$ cat src/rtl/kb_text_entry.sv
`default_nettype none
// ============================================================================
// Module      : kb_text_entry
// Description : PS/2 scan-code text entry buffer. Decodes E0/F0 prefixes,
//               suppresses typematic repeats, and edits a DIGITS-entry
//               buffer under a cursor (printable, backspace, escape, arrows).
//               Optional cursor blink: define KB_TEXT_CURSOR_BLINK_EN.
// Revision    : 1.0 - initial release
// ============================================================================
module kb_text_entry #(
  parameter int DIGITS    = 8,
  parameter int BLINK_DIV = 25_000_000
) (
  input  logic                        CLK100MHZ,
  input  logic                        CPU_RESETN,
  input  logic [7:0]                  rx_data,
  input  logic                        rx_valid,
  input  logic                        clear,
  output logic [DIGITS*8-1:0]         buf_data,
  output logic [$clog2(DIGITS)-1:0]   cursor,
  output logic                        make_pulse,
  output logic [7:0]                  make_code,
  output logic                        make_ext,
  output logic [DIGITS-1:0]           blank_mask
);

  localparam int CW = $clog2(DIGITS);
  localparam logic [CW-1:0] LAST = CW'(DIGITS - 1);

  // Prefix decoder states
  localparam logic [1:0] IDLE    = 2'd0;
  localparam logic [1:0] EXT     = 2'd1;
  localparam logic [1:0] BRK     = 2'd2;
  localparam logic [1:0] EXT_BRK = 2'd3;

  logic [1:0]    state;
  logic [1:0]    state_nxt;
  logic          held;
  logic          held_ext;
  logic [7:0]    held_code;
  logic [7:0]    entries [DIGITS];

  logic          is_make;
  logic          is_break;
  logic          is_ext;
  logic          key_match;
  logic          accept;
  logic          printable;
  logic [CW-1:0] cur_inc;
  logic [CW-1:0] cur_dec;

  // Byte decode: classify the incoming byte as prefix, make or break event
  always_comb begin
    state_nxt = state;
    is_make   = 1'b0;
    is_break  = 1'b0;
    is_ext    = 1'b0;
    if (rx_valid && !clear) begin
      case (state)
        IDLE: begin
          if (rx_data == 8'hE0) begin
            state_nxt = EXT;
          end else if (rx_data == 8'hF0) begin
            state_nxt = BRK;
          end else if (rx_data != 8'hAA && rx_data != 8'hFA &&
                       rx_data != 8'hFE && rx_data != 8'h00) begin
            is_make = 1'b1;
          end
        end
        EXT: begin
          if (rx_data == 8'hF0) begin
            state_nxt = EXT_BRK;
          end else begin
            is_make   = 1'b1;
            is_ext    = 1'b1;
            state_nxt = IDLE;
          end
        end
        BRK: begin
          is_break  = 1'b1;
          state_nxt = IDLE;
        end
        EXT_BRK: begin
          is_break  = 1'b1;
          is_ext    = 1'b1;
          state_nxt = IDLE;
        end
        default: state_nxt = IDLE;
      endcase
    end
  end

  // Typematic filter: a make equal to the key still held down is a repeat
  assign key_match = held && (held_ext == is_ext) && (held_code == rx_data);
  assign accept    = is_make && !key_match;

  // Printable set: 01..83 minus modifiers, backspace and escape
  always_comb begin
    printable = (rx_data != 8'h00) && (rx_data <= 8'h83);
    case (rx_data)
      8'h11, 8'h12, 8'h14, 8'h58, 8'h59, 8'h66, 8'h76: printable = 1'b0;
      default: ;
    endcase
  end

  assign cur_inc = (cursor == LAST)     ? cursor : cursor + CW'(1);
  assign cur_dec = (cursor == '0)       ? cursor : cursor - CW'(1);

  // Prefix state, held-key tracking and registered make outputs
  always_ff @(posedge CLK100MHZ or negedge CPU_RESETN) begin
    if (!CPU_RESETN) begin
      state      <= IDLE;
      held       <= 1'b0;
      held_ext   <= 1'b0;
      held_code  <= 8'h00;
      make_pulse <= 1'b0;
      make_code  <= 8'h00;
      make_ext   <= 1'b0;
    end else begin
      make_pulse <= accept;
      if (clear) begin
        state <= IDLE;
        held  <= 1'b0;
      end else begin
        state <= state_nxt;
        if (accept) begin
          held      <= 1'b1;
          held_ext  <= is_ext;
          held_code <= rx_data;
          make_code <= rx_data;
          make_ext  <= is_ext;
        end else if (is_break && key_match) begin
          held <= 1'b0;
        end
      end
    end
  end

  // Buffer and cursor editing driven by accepted makes
  always_ff @(posedge CLK100MHZ or negedge CPU_RESETN) begin
    if (!CPU_RESETN) begin
      for (int i = 0; i < DIGITS; i++) entries[i] <= 8'h00;
      cursor <= '0;
    end else if (clear) begin
      for (int i = 0; i < DIGITS; i++) entries[i] <= 8'h00;
      cursor <= '0;
    end else if (accept) begin
      if (!is_ext) begin
        if (rx_data == 8'h76) begin
          for (int i = 0; i < DIGITS; i++) entries[i] <= 8'h00;
          cursor <= '0;
        end else if (rx_data == 8'h66) begin
          entries[cur_dec] <= 8'h00;
          cursor           <= cur_dec;
        end else if (printable) begin
          entries[cursor] <= rx_data;
          cursor          <= cur_inc;
        end
      end else begin
        if (rx_data == 8'h6B) begin
          cursor <= cur_inc;
        end else if (rx_data == 8'h74) begin
          cursor <= cur_dec;
        end
      end
    end
  end

  for (genvar i = 0; i < DIGITS; i++) begin : g_pack
    assign buf_data[8*i +: 8] = entries[i];
  end

`ifdef KB_TEXT_CURSOR_BLINK_EN
  localparam int BW = (BLINK_DIV > 1) ? $clog2(BLINK_DIV) : 1;
  localparam logic [BW-1:0] BLINK_LAST = BW'(BLINK_DIV - 1);

  logic [BW-1:0] blink_cnt;
  logic          phase;

  // Blink timer; a fresh key press restarts it so the cursor digit shows
  always_ff @(posedge CLK100MHZ or negedge CPU_RESETN) begin
    if (!CPU_RESETN) begin
      blink_cnt <= '0;
      phase     <= 1'b0;
    end else if (accept) begin
      blink_cnt <= '0;
      phase     <= 1'b0;
    end else if (blink_cnt == BLINK_LAST) begin
      blink_cnt <= '0;
      phase     <= ~phase;
    end else begin
      blink_cnt <= blink_cnt + BW'(1);
    end
  end

  assign blank_mask = {{(DIGITS-1){1'b0}}, phase} << cursor;
`else
  logic [31:0] unused_blink_div;
  assign unused_blink_div = BLINK_DIV;
  assign blank_mask       = '0;
`endif

endmodule
`default_nettype wire

$ cat config.mk
export PLATFORM = sky130hd
export DESIGN_NAME = kb_text_entry
export DESIGN_NICKNAME = d
export VERILOG_FILES = /design/src/rtl/kb_text_entry.sv
export SDC_FILE = /design/constraint.sdc
export NUM_CORES = 1
export LEC_CHECK = 0
export CAP_MARGIN = 10
export CORE_ASPECT_RATIO = 1.1
export CORE_MARGIN = 2
export CORE_UTILIZATION = 45
export DETAILED_ROUTE_END_ITERATION = 8
export DONT_BUFFER_PORTS = 1
export PLACE_DENSITY = 0.6
export SLEW_MARGIN = 10
export SYNTH_ARGS = -nofsm -noshare
export SYNTH_HDL_FRONTEND = slang
export SYNTH_SLANG_ARGS = --single-unit
$ cat constraint.sdc
create_clock -name CLK100MHZ -period 2.7 [get_ports CLK100MHZ]
set_clock_uncertainty 0.2 [all_clocks]
set_input_delay 0.135 -clock CLK100MHZ [delete_from_list [all_inputs] [get_ports CLK100MHZ]]
set_output_delay 0.135 -clock CLK100MHZ [all_outputs]
set_load 0.02 [all_outputs]
======== After elaboration in Yosys (flattened, before gate mapping) ========
Cells that the tools add are included.
operators by class
  add/subtract/negate cells ............... 2
  $lt $le $gt $ge ......................... 5
  equal/unequal tests ..................... 23
  mux-type cells .......................... 41
  bitwise operators ....................... 5
  reduce and logical (&&, ||, !) cells .... 27
operators with widths
  cell                number
  $mux 64             6
  $and 64x64->64      1
  $bwmux 64           1
  $not 64->64         1
  $demux 8 s3         2
  $eq 8x7->1 const B  6
  $mux 3              10
  $eq 8x5->1 const B  3
  $ne 8x8->1 const B  3
  $eq 8x8->1 const B  2
  $mux 8              2
  $mux 1              12
  $logic_and 1x1->1   11
  $mux 2              5
  $eq 8x8->1          1
  $ge 4x4->1 const B  2
  $le 8x8->1 const B  1
  $lt 4x1->1 const B  2
  $not 3->4           2
  $reduce_bool 8->1   1
  $reduce_or 7->1     1
  $pmux 2 s3          1
  $reduce_and 3->1    2
  $reduce_bool 5->1   1
  other kinds (19)    24
storage, ports and cells
  register bits after elaboration ......... 80
  output and inout port bits .............. 85

======== Depth between registers and ports, before layout ========
Gate-level depths: netlist of run 1.
  depth after elaboration ................. 14
  depth in mapped cells ................... 10
  mapped depth without buffers ............ 8

======== Worst setup path after synthesis of run 1 ========
Ideal clock, no wire load.
  path type ............................... reg-to-reg
  from .................................... register cursor[0]
  to ...................................... register entries (netlist bit buf_data[0])
  arrival ................................. 2.673 ns
  setup slack ............................. -0.294 ns
  stages on the path, launching flop included .. 11
  path through ............................ dfrtp_1 > clkbuf_1 > inv_1 > clkbuf_1 > ha_1 > or3_1 > and3_1 > o31ai_1 > o21ai_0 > a211o_1 > a32o_1
on the way
  cells in the longest elaborated chain, start to end .. 14
  elaborated cells on any way between the ends .. 24
RTL lines
  element                                                                RTL line  text
  start, declared                                                        20        output logic [$clog2(DIGITS)-1:0] cursor,
  start signal, assigned                                                 154       cursor <= cur_dec;
  start signal, assigned                                                 157       cursor <= cur_inc;
  start signal, assigned                                                 161       cursor <= cur_inc;
  $sub 3x1->3 / $logic_not 3->1 (equally long branches)                  107       assign cur_dec = (cursor == '0) ? cursor : cursor - CW'(1);
  $mux 3                                                                 107
  $not 3->4 (implied by the code)                                        153       entries[cur_dec] <= 8'h00;
  $ge 4x4->1 (implied by the code) / $lt 4x1->1 (equally long branches)  153
  $logic_and 1x1->1 (implied by the code)                                153
  $mux 8 (implied by the code)                                           153
  $demux 8 s3                                                            153
  $not 64->64 (no source line)                                           --
  $and 64x64->64 (no source line)                                        --
  $mux 64 (*)                                                            152       end else if (rx_data == 8'h66) begin
  $mux 64 (*)                                                            149       if (rx_data == 8'h76) begin
  $mux 64 (*)                                                            148       if (!is_ext) begin
  $mux 64 (*)                                                            147       end else if (accept) begin
  $mux 64 (*)                                                            144       end else if (clear) begin
  end signal, assigned by index                                          156       entries[cursor] <= rx_data;
  end, declared                                                          41        logic [7:0] entries [DIGITS];
Every way passes the cells marked *; elsewhere a longest branch is shown, timed or not. The select of a mux whose other input is x is not followed.
A chain may end at the register's enable or synchronous reset.

======== Final worst setup path of run 1 ========
  from .................................... input port rx_data[2]
  to ...................................... register entries (netlist bit buf_data[8])
on the way
  cells in the longest elaborated chain, start to end .. 12
  elaborated cells on any way between the ends .. 43
RTL lines
  element                             RTL line  text
  start, declared                     16        input logic [7:0] rx_data,
  $ne 8x8->1                          65        end else if (rx_data != 8'hAA && rx_data != 8'hFA &&
  $logic_and 1x1->1 (2 in a row)      65
  $logic_and 1x1->1                   66        rx_data != 8'hFE && rx_data != 8'h00) begin
  $mux 1                              65
  $mux 1                              63        end else if (rx_data == 8'hF0) begin
  $mux 1                              61        if (rx_data == 8'hE0) begin
  $pmux 1 s2                          59        case (state)
  $mux 1                              58        if (rx_valid && !clear) begin
  $logic_and 1x1->1                   95        assign accept = is_make && !key_match;
  $reduce_bool 2->1 (no source line)  --
  $reduce_and 3->1 (no source line)   --
Parallel ways exist; a longest one is shown, timed or not. The select of a mux whose other input is x is not followed.

==> results of run 1 <==
synthesized netlist by cell type (all sizes together) (2+ instances only):
cell | n | share of area
dfrtp | 80 | 0.48
inv | 46 | 0.041
o22ai | 32 | 0.048
nand2 | 27 | 0.024
a32o | 24 | 0.057
clkbuf | 22 | 0.020
nor2 | 19 | 0.018
o21ai | 19 | 0.023
buf | 14 | 0.026
a21oi | 9 | 0.011
a22o | 8 | 0.017
nand4 | 8 | 0.012
xor2 | 8 | 0.017
and3 | 6 | 0.0090
nand3 | 6 | 0.0072
nor3 | 6 | 0.011
o211ai | 6 | 0.011
or3 | 6 | 0.0090
a211o | 5 | 0.010
nor4 | 5 | 0.013
mux2i | 4 | 0.0096
or2 | 4 | 0.0060
or4 | 4 | 0.0090
a31oi | 3 | 0.0060
ha | 3 | 0.0090
nor2b | 3 | 0.0045
nor3b | 3 | 0.0054
o31ai | 3 | 0.0054
a211oi | 2 | 0.0060
a32oi | 2 | 0.0042
and4 | 2 | 0.0042
nand2b | 2 | 0.0030
o211a | 2 | 0.0048
o2bb2ai | 2 | 0.0087
o32ai | 2 | 0.0042
how the worst max path moves through the flow:
stage | startpoint | to | slack, ps
after detailed placement | rx_data[0] | buf_data[19] | 70
after floorplan | rx_data[1] | cursor[2] | 10
after CTS | clear | buf_data[19] | 10
final | rx_data[2] | buf_data[8] | 70
after global placement | rx_data[0] | buf_data[35] | 120
after global routing | state[1] | buf_data[63] | 2
repair_timing:
| item | 4_1_cts | 5_1_grt |
|---|---|---|
| setup endpoints to repair | 0 | 63 |
| gates resized for setup | 0 | 10 |
| hold buffers | 16 | 1 |
| setup buffers | 0 | 4 |
| hold endpoints to repair | 159 | 1 |
final cells by class:
cell class                 instances  area share
sequential                        80      0.4113
clock buffer                      12     0.03391
multi-input combinational        263      0.3868
clock inverter                     3    0.008220
inverter                          46     0.03545
timing repair buffer              50     0.09504
tap                              114     0.02928
cells by family after synthesis:
group,share of synthesized area
compound gates,0.2462
simple gates,0.1475
other cells,0.0008965
xor+xnor,0.01885
fa+ha+maj,0.008975
buf+inv,0.08675
mux,0.01226
flops,0.4786
metrics by stage:
step | worst slack [ps] | utilization | instances
global placement | 118.1 | 0.4920 | 532
global route | 2.198 | 0.5434 | 568
CTS | 12.82 | 0.5348 | 563
detailed placement | 74.13 | 0.4920 | 532
floorplan | 11.76 | - | 425
finish | 66.24 | 0.5434 | 568
per-layer routing:
layer  global-route usage  part of all wire  routed length [µm]
met1               0.3646              0.43                5445
met2               0.3891              0.47                5900
met3              0.06994             0.078                 986
met4              0.08673             0.023                 293
met5                    0                 0                   0
state kept, by name, summed over array words and instances (netlist names):
register / count
cursor: 3
buf_data: 64
held: 1
held_ext: 1
held_code: 8
make_pulse: 1
state: 2
report_power, final:
group / internal (W) / total [W] / switching (W)
combinational: 0.000265 / 0.000668 / 0.000403
sequential: 0.00125 / 0.00136 / 0.000103
clock: 0.000495 / 0.000926 / 0.000431
total: 0.00201 / 0.00295 / 0.000937
worst max-delay path, cell delays in order:
cell           delay (ps)
dlygate4sd3_1         770
inv_1                 210
nand4_1               150
a21oi_1               120
or3_1                 530
or4_4                 610
o22ai_1               170
==> flow_metrics.py, run 1 <==
metrics = {
    "status": {
        "status": "completed",
    },
    "synth": {
        "synth_area_per_cell_um2": 10.01,
        "syn-cell-area_mm2": 0.004183,
        "synth-edff-count": 0,
        "ys.flop_type": "dfrtp_1",
        "ys_warn_count": 0,
        "synth.distinct_cells": 68,
        "ys_ff_latch": 80,
        "async_reset_ff_frac": 1.000,
        "ys_seq_area_frac": 0.4786,
        "syn_inst": 418,
    },
    "global_routing": {
        "first_global_vias": 3474,
        "grt_pass1_wl_um": 19950,
        "grt_max_degree": 81,
        "antenna_found_initial": 0,
        "grt_overflow": 0,
        "gr-usage-all-layers": 0.2606,
    },
    "route": {
        "vias": 3509,
        "wl_per_cell_um": 22.23,
        "drt-initial-drc-count": 268,
        "routed_via_density": 6.178,
        "drt_wl_total_um": 12630,
        "dr.pass1.iters": 6,
        "remaining_drc_errors": 0,
        "ant_nets": 0,
    },
    "timing": {
        "period_minus_slack_ps": 2634,
        "hold_viol": 0,
        "finalSetupTns_ps": 0,
        "hold_ws_ps": 42.63,
        "rsz0062_at_grt": "no",
        "setup_viol": 0,
        "drv_slew": 0,
        "period_share": 0.9755,
        "timing.fmax_mhz": 379.7,
    },
    "final_layout": {
        "final_nets": 465,
        "mostFrequentLayoutCells": "dfrtp_1 (79), inv_1 (45), o22ai_1 (32), buf_4 (32), nand2_1 (27)",
        "n_antenna_cell": 0,
        "multi_input_area_mm2": 0.001884,
        "final_common_cell": "dfrtp_1",
        "drive_gt1_frac": 0.1674,
        "n_fill_cell": 818,
        "postLayoutCellArea_mm2": 0.004871,
        "ff_latch_area_mm2": 0.002003,
        "area_delta_synth_final_pct": 16.45,
    },
    "clocking": {
        "h-tree-depth": 3,
        "cts_buffers": 9,
        "cts.reportedPaths.clkPinSlew_ps": 80,
        "clk_latency_ps": 350,
        "cts_buffer_depth": 2,
        "clock-root-buffer": "clkbuf_8",
        "cts_sinks": 80,
        "tritoncts": "built",
    },
    "placed_design": {
        "dpl-instance-area_mm2": 0.004410,
        "io_buffers": 0,
        "gp_congestion": 0.9262,
        "hpwl_um": 8065,
    },
    "power_and_ir_drop": {
        "power_density_mw_per_mm2": 606.1,
        "ir_drop_mv": 0.3197,
        "finalPower_w": 0.002952,
        "p_leak_nw": 2.193,
    },
    "hold_path": {
        "hold_path_end": "held_ext",
        "min_path_cells": 5,
        "hp-start": "clear",
        "worstHoldPathType": "in2reg",
    },
    "floorplan": {
        "die_area_mm2": 0.01008,
        "die_h_um": 105.1,
        "io_pins": 97,
        "core_area_mm2": 0.008964,
        "die_w_um": 95.93,
        "initial_core_util": 0.4666,
        "rows": 36,
    },
    "critical_path": {
        "r2r-end": "buf_data[8]",
        "crit_required_ps": 2770,
        "r2r_slack_ps": 110,
        "path_class": "in2reg",
        "r2r_cells": 5,
        "r2r_start": "state[1]",
        "cp-start-kind": "primary input",
        "arrival_ps": 2700,
        "cp_max_fo": 10,
        "cp-end-kind": "register",
    },
    "flow_run": {
        "drv_cap": 0,
    },
}
Power figures use the tool's default switching activity.
==> run 2, diff against run 1 <==
- CELL_PAD_IN_SITES_DETAIL_PLACEMENT: unset -> 1
- CELL_PAD_IN_SITES_GLOBAL_PLACEMENT: unset -> 1
- CORE_MARGIN: 2 -> 10
- CORE_UTILIZATION: 45 -> 44
- PLACE_DENSITY: 0.6 -> 0.74
==> run 2 against run 1 <==
Clock-buffer cell count decreased by 1. Maximum frequency decreased by 1.0%. Hold slack got worse by 26 ps. Sequential power about the same. Sequential share of layout area decreased by 1.2 points. Clock power increased by 29%. Global-route usage decreased by 4.3 points. Non-clock buffer count increased by 10. Combinational power increased by 3.3%. Cell count increased by 2.5%. Design area increased by 3.2%.
==> flow_metrics.py, run 2 (synthesis results as in run 1) <==
metrics = {
    "timing": {
        "period_minus_slack_ps": 2661,
        "timing.fmax_mhz": 375.9,
        "worst_slew_pin_slew_ps": 521.0,
        "max_slew_margin": 0.6500,
        "setup_viol": 0,
        "rsz0062_at_grt": "yes",
        "period_share": 0.9854,
        "drv_slew": 0,
        "hold_viol": 0,
        "hold_ws_ps": 16.34,
    },
    "route": {
        "ant_nets": 0,
        "remaining_drc_errors": 0,
        "vias": 3719,
        "routed_via_density": 6.390,
        "drt_wl_total_um": 15530,
        "wl_per_cell_um": 26.69,
        "dr.pass1.iters": 4,
        "drt-initial-drc-count": 297,
    },
    "critical_path": {
        "crit_required_ps": 2770,
        "arrival_ps": 2730,
        "cp-start-kind": "register",
        "crit_buf_inv": 1,
        "path_class": "reg2reg",
        "cpLargestDelayFamily": "compound AO/OA/AOI/OAI gates",
        "cp_cell_sequence": "inv_2, ha_2, nor2b_2, mux2i_2, nand3_1, a21oi_1, a31oi_2, a22o_1",
        "cp_max_fo": 8,
        "cpPeakStageDelay_ps": 400,
        "crit_slowest_cell": "dfrtp_1",
        "cp-end-kind": "register",
    },
    "floorplan": {
        "core_area_mm2": 0.009305,
        "die_area_mm2": 0.01381,
        "die_h_um": 122.3,
        "initial_core_util": 0.4495,
        "io_pins": 97,
        "die_w_um": 113.0,
        "rows": 37,
    },
    "hold_path": {
        "worstHoldPathType": "in2reg",
    },
    "clocking": {
        "h-tree-depth": 3,
        "cts_buffers": 9,
        "cts.reportedPaths.clkPinSlew_ps": 80,
        "cts_sinks": 80,
        "clk_latency_ps": 380,
        "tritoncts": "built",
        "cts_buffer_depth": 2,
        "clock-root-buffer": "clkbuf_8",
    },
    "placed_design": {
        "gp_congestion": 0.9469,
        "dp_cells": 531,
        "io_buffers": 0,
        "dpl-instance-area_mm2": 0.004372,
        "hpwl_um": 9546,
    },
    "final_layout": {
        "final_nets": 475,
        "largest_reg_flops": 64,
        "n_antenna_cell": 0,
        "n_fill_cell": 1001,
        "postLayoutCellArea_mm2": 0.005026,
        "drive_gt1_frac": 0.1699,
        "stdcell_count": 582,
        "final_common_cell": "dfrtp_1",
        "area_delta_synth_final_pct": 20.16,
        "mostFrequentLayoutCells": "dfrtp_1 (78), inv_1 (44), o22ai_1 (32), buf_4 (30), dlygate4sd3_1 (28)",
        "finish.utilization": 0.5401,
    },
    "power_and_ir_drop": {
        "pwr-share-comb": 0.213,
        "clockPowerShare": 0.365,
        "p_leak_nw": 2.164,
        "p_int_w": 0.002234,
        "p_sw_w": 0.001013,
        "seqPwrFrac": 0.422,
        "ir_drop_mv": 0.2774,
        "power_density_mw_per_mm2": 645.9,
        "switching_share": 0.3120,
    },
    "global_routing": {
        "grt_max_degree": 81,
        "antenna_found_initial": 0,
        "grt_overflow": 0,
        "gr-usage-all-layers": 0.2173,
        "grt_pass1_wl_um": 23490,
        "met2_usage": 0.3732,
        "grtUsageMet1": 0.2442,
        "busiest_layer": "met2",
        "first_global_vias": 3890,
        "met3_usage": 0.06930,
    },
    "flow_run": {
        "drv_cap": 0,
    },
    "status": {
        "status": "completed",
    },
}
## run 2: cell count changes in the layout (fill, tap and decap cells not counted), sizes merged
| cell | delta |
|---|---|
| dlygate4sd3 | +18 |
| inv | -1 |
| clkinv | -1 |
| buf | -2 |
| clkinvlp | +1 |
| dlymetal6s4s | -6 |
| clkbuf | -1 |
| bufinv | +3 |
## run 2: worst register-to-register path: stages (launching register included)
cell and delay (ps):
dfrtp_1 400, inv_2 170, ha_2 280, nor2b_2 320
mux2i_2 330, nand3_1 170, a21oi_1 200, a31oi_2 200
a22o_1 290
## run 2: routing by layer
metal | vias to the layer above | routed length, µm | part of all wire
met3 | 33 | 1480 | 0.095
met2 | 159 | 8097 | 0.52
met4 | 0 | 479 | 0.031
met5 | - | 0 | 0
met1 | 1906 | 5476 | 0.35
li1 | 1621 | - | -
## run 2: path summary, 6_finish.rpt
kind / from / endpoint / slack, ps / depth (start not counted)
max: cursor[1] / buf_data[27] / 40 / 8
min in group asynchronous: CPU_RESETN / held_code[6] / 120 / 2
min reg2reg: held / held / 380 / 2
max reg2reg: cursor[1] / buf_data[27] / 40 / 8
min: rx_data[2] / held_ext / 20 / 3
max in group asynchronous: CPU_RESETN / cursor[0] / 1840 / 2
## run 2: cell type report
class	instances	area [µm²]	share of cell area
multi-input cells	263	1886	0.3752
clock buffers	11	131.4	0.02614
repair buffers	60	553.0	0.1100
flip-flops and latches	80	2004	0.3988
clock inverters	5	128.9	0.02564
inverters	46	176.4	0.03510
well taps	117	146.4	0.02913
## run 2: metrics by stage
| step | setup slack (ps) | TNS [ps] | power [W] |
|---|---|---|---|
| after floorplan | 11.76 | 0 | 0.001806 |
| after global placement | 42.70 | 0 | 0.001931 |
| after detailed placement | -18.79 | -124.0 | 0.001946 |
| after CTS | 2.926 | 0 | 0.003211 |
| after global routing | -78.47 | -594.7 | 0.003379 |
| final | 39.48 | 0 | 0.003247 |
## run 2: power by group through the flow
stage / sequential (W) / combinational (W) / clock, W
6_report: 0.00137 / 0.000690 / 0.00119
5_1_grt: 0.00138 / 0.000747 / 0.00125
4_1_cts: 0.00137 / 0.000646 / 0.00119
3_5_place_dp: 0.00140 / 0.000551 / 0
3_3_place_gp: 0.00139 / 0.000540 / 0
2_1_floorplan: 0.00139 / 0.000420 / 0
## run 2: repair_timing
item / CTS / global route
hold endpoints to repair: 159 / 0
gates resized for setup: 1 / 8
endpoints found under the setup margin: 24 / 55
setup buffers: 4 / 2
pin swaps: 2 / 4
hold buffers: 29 / 0
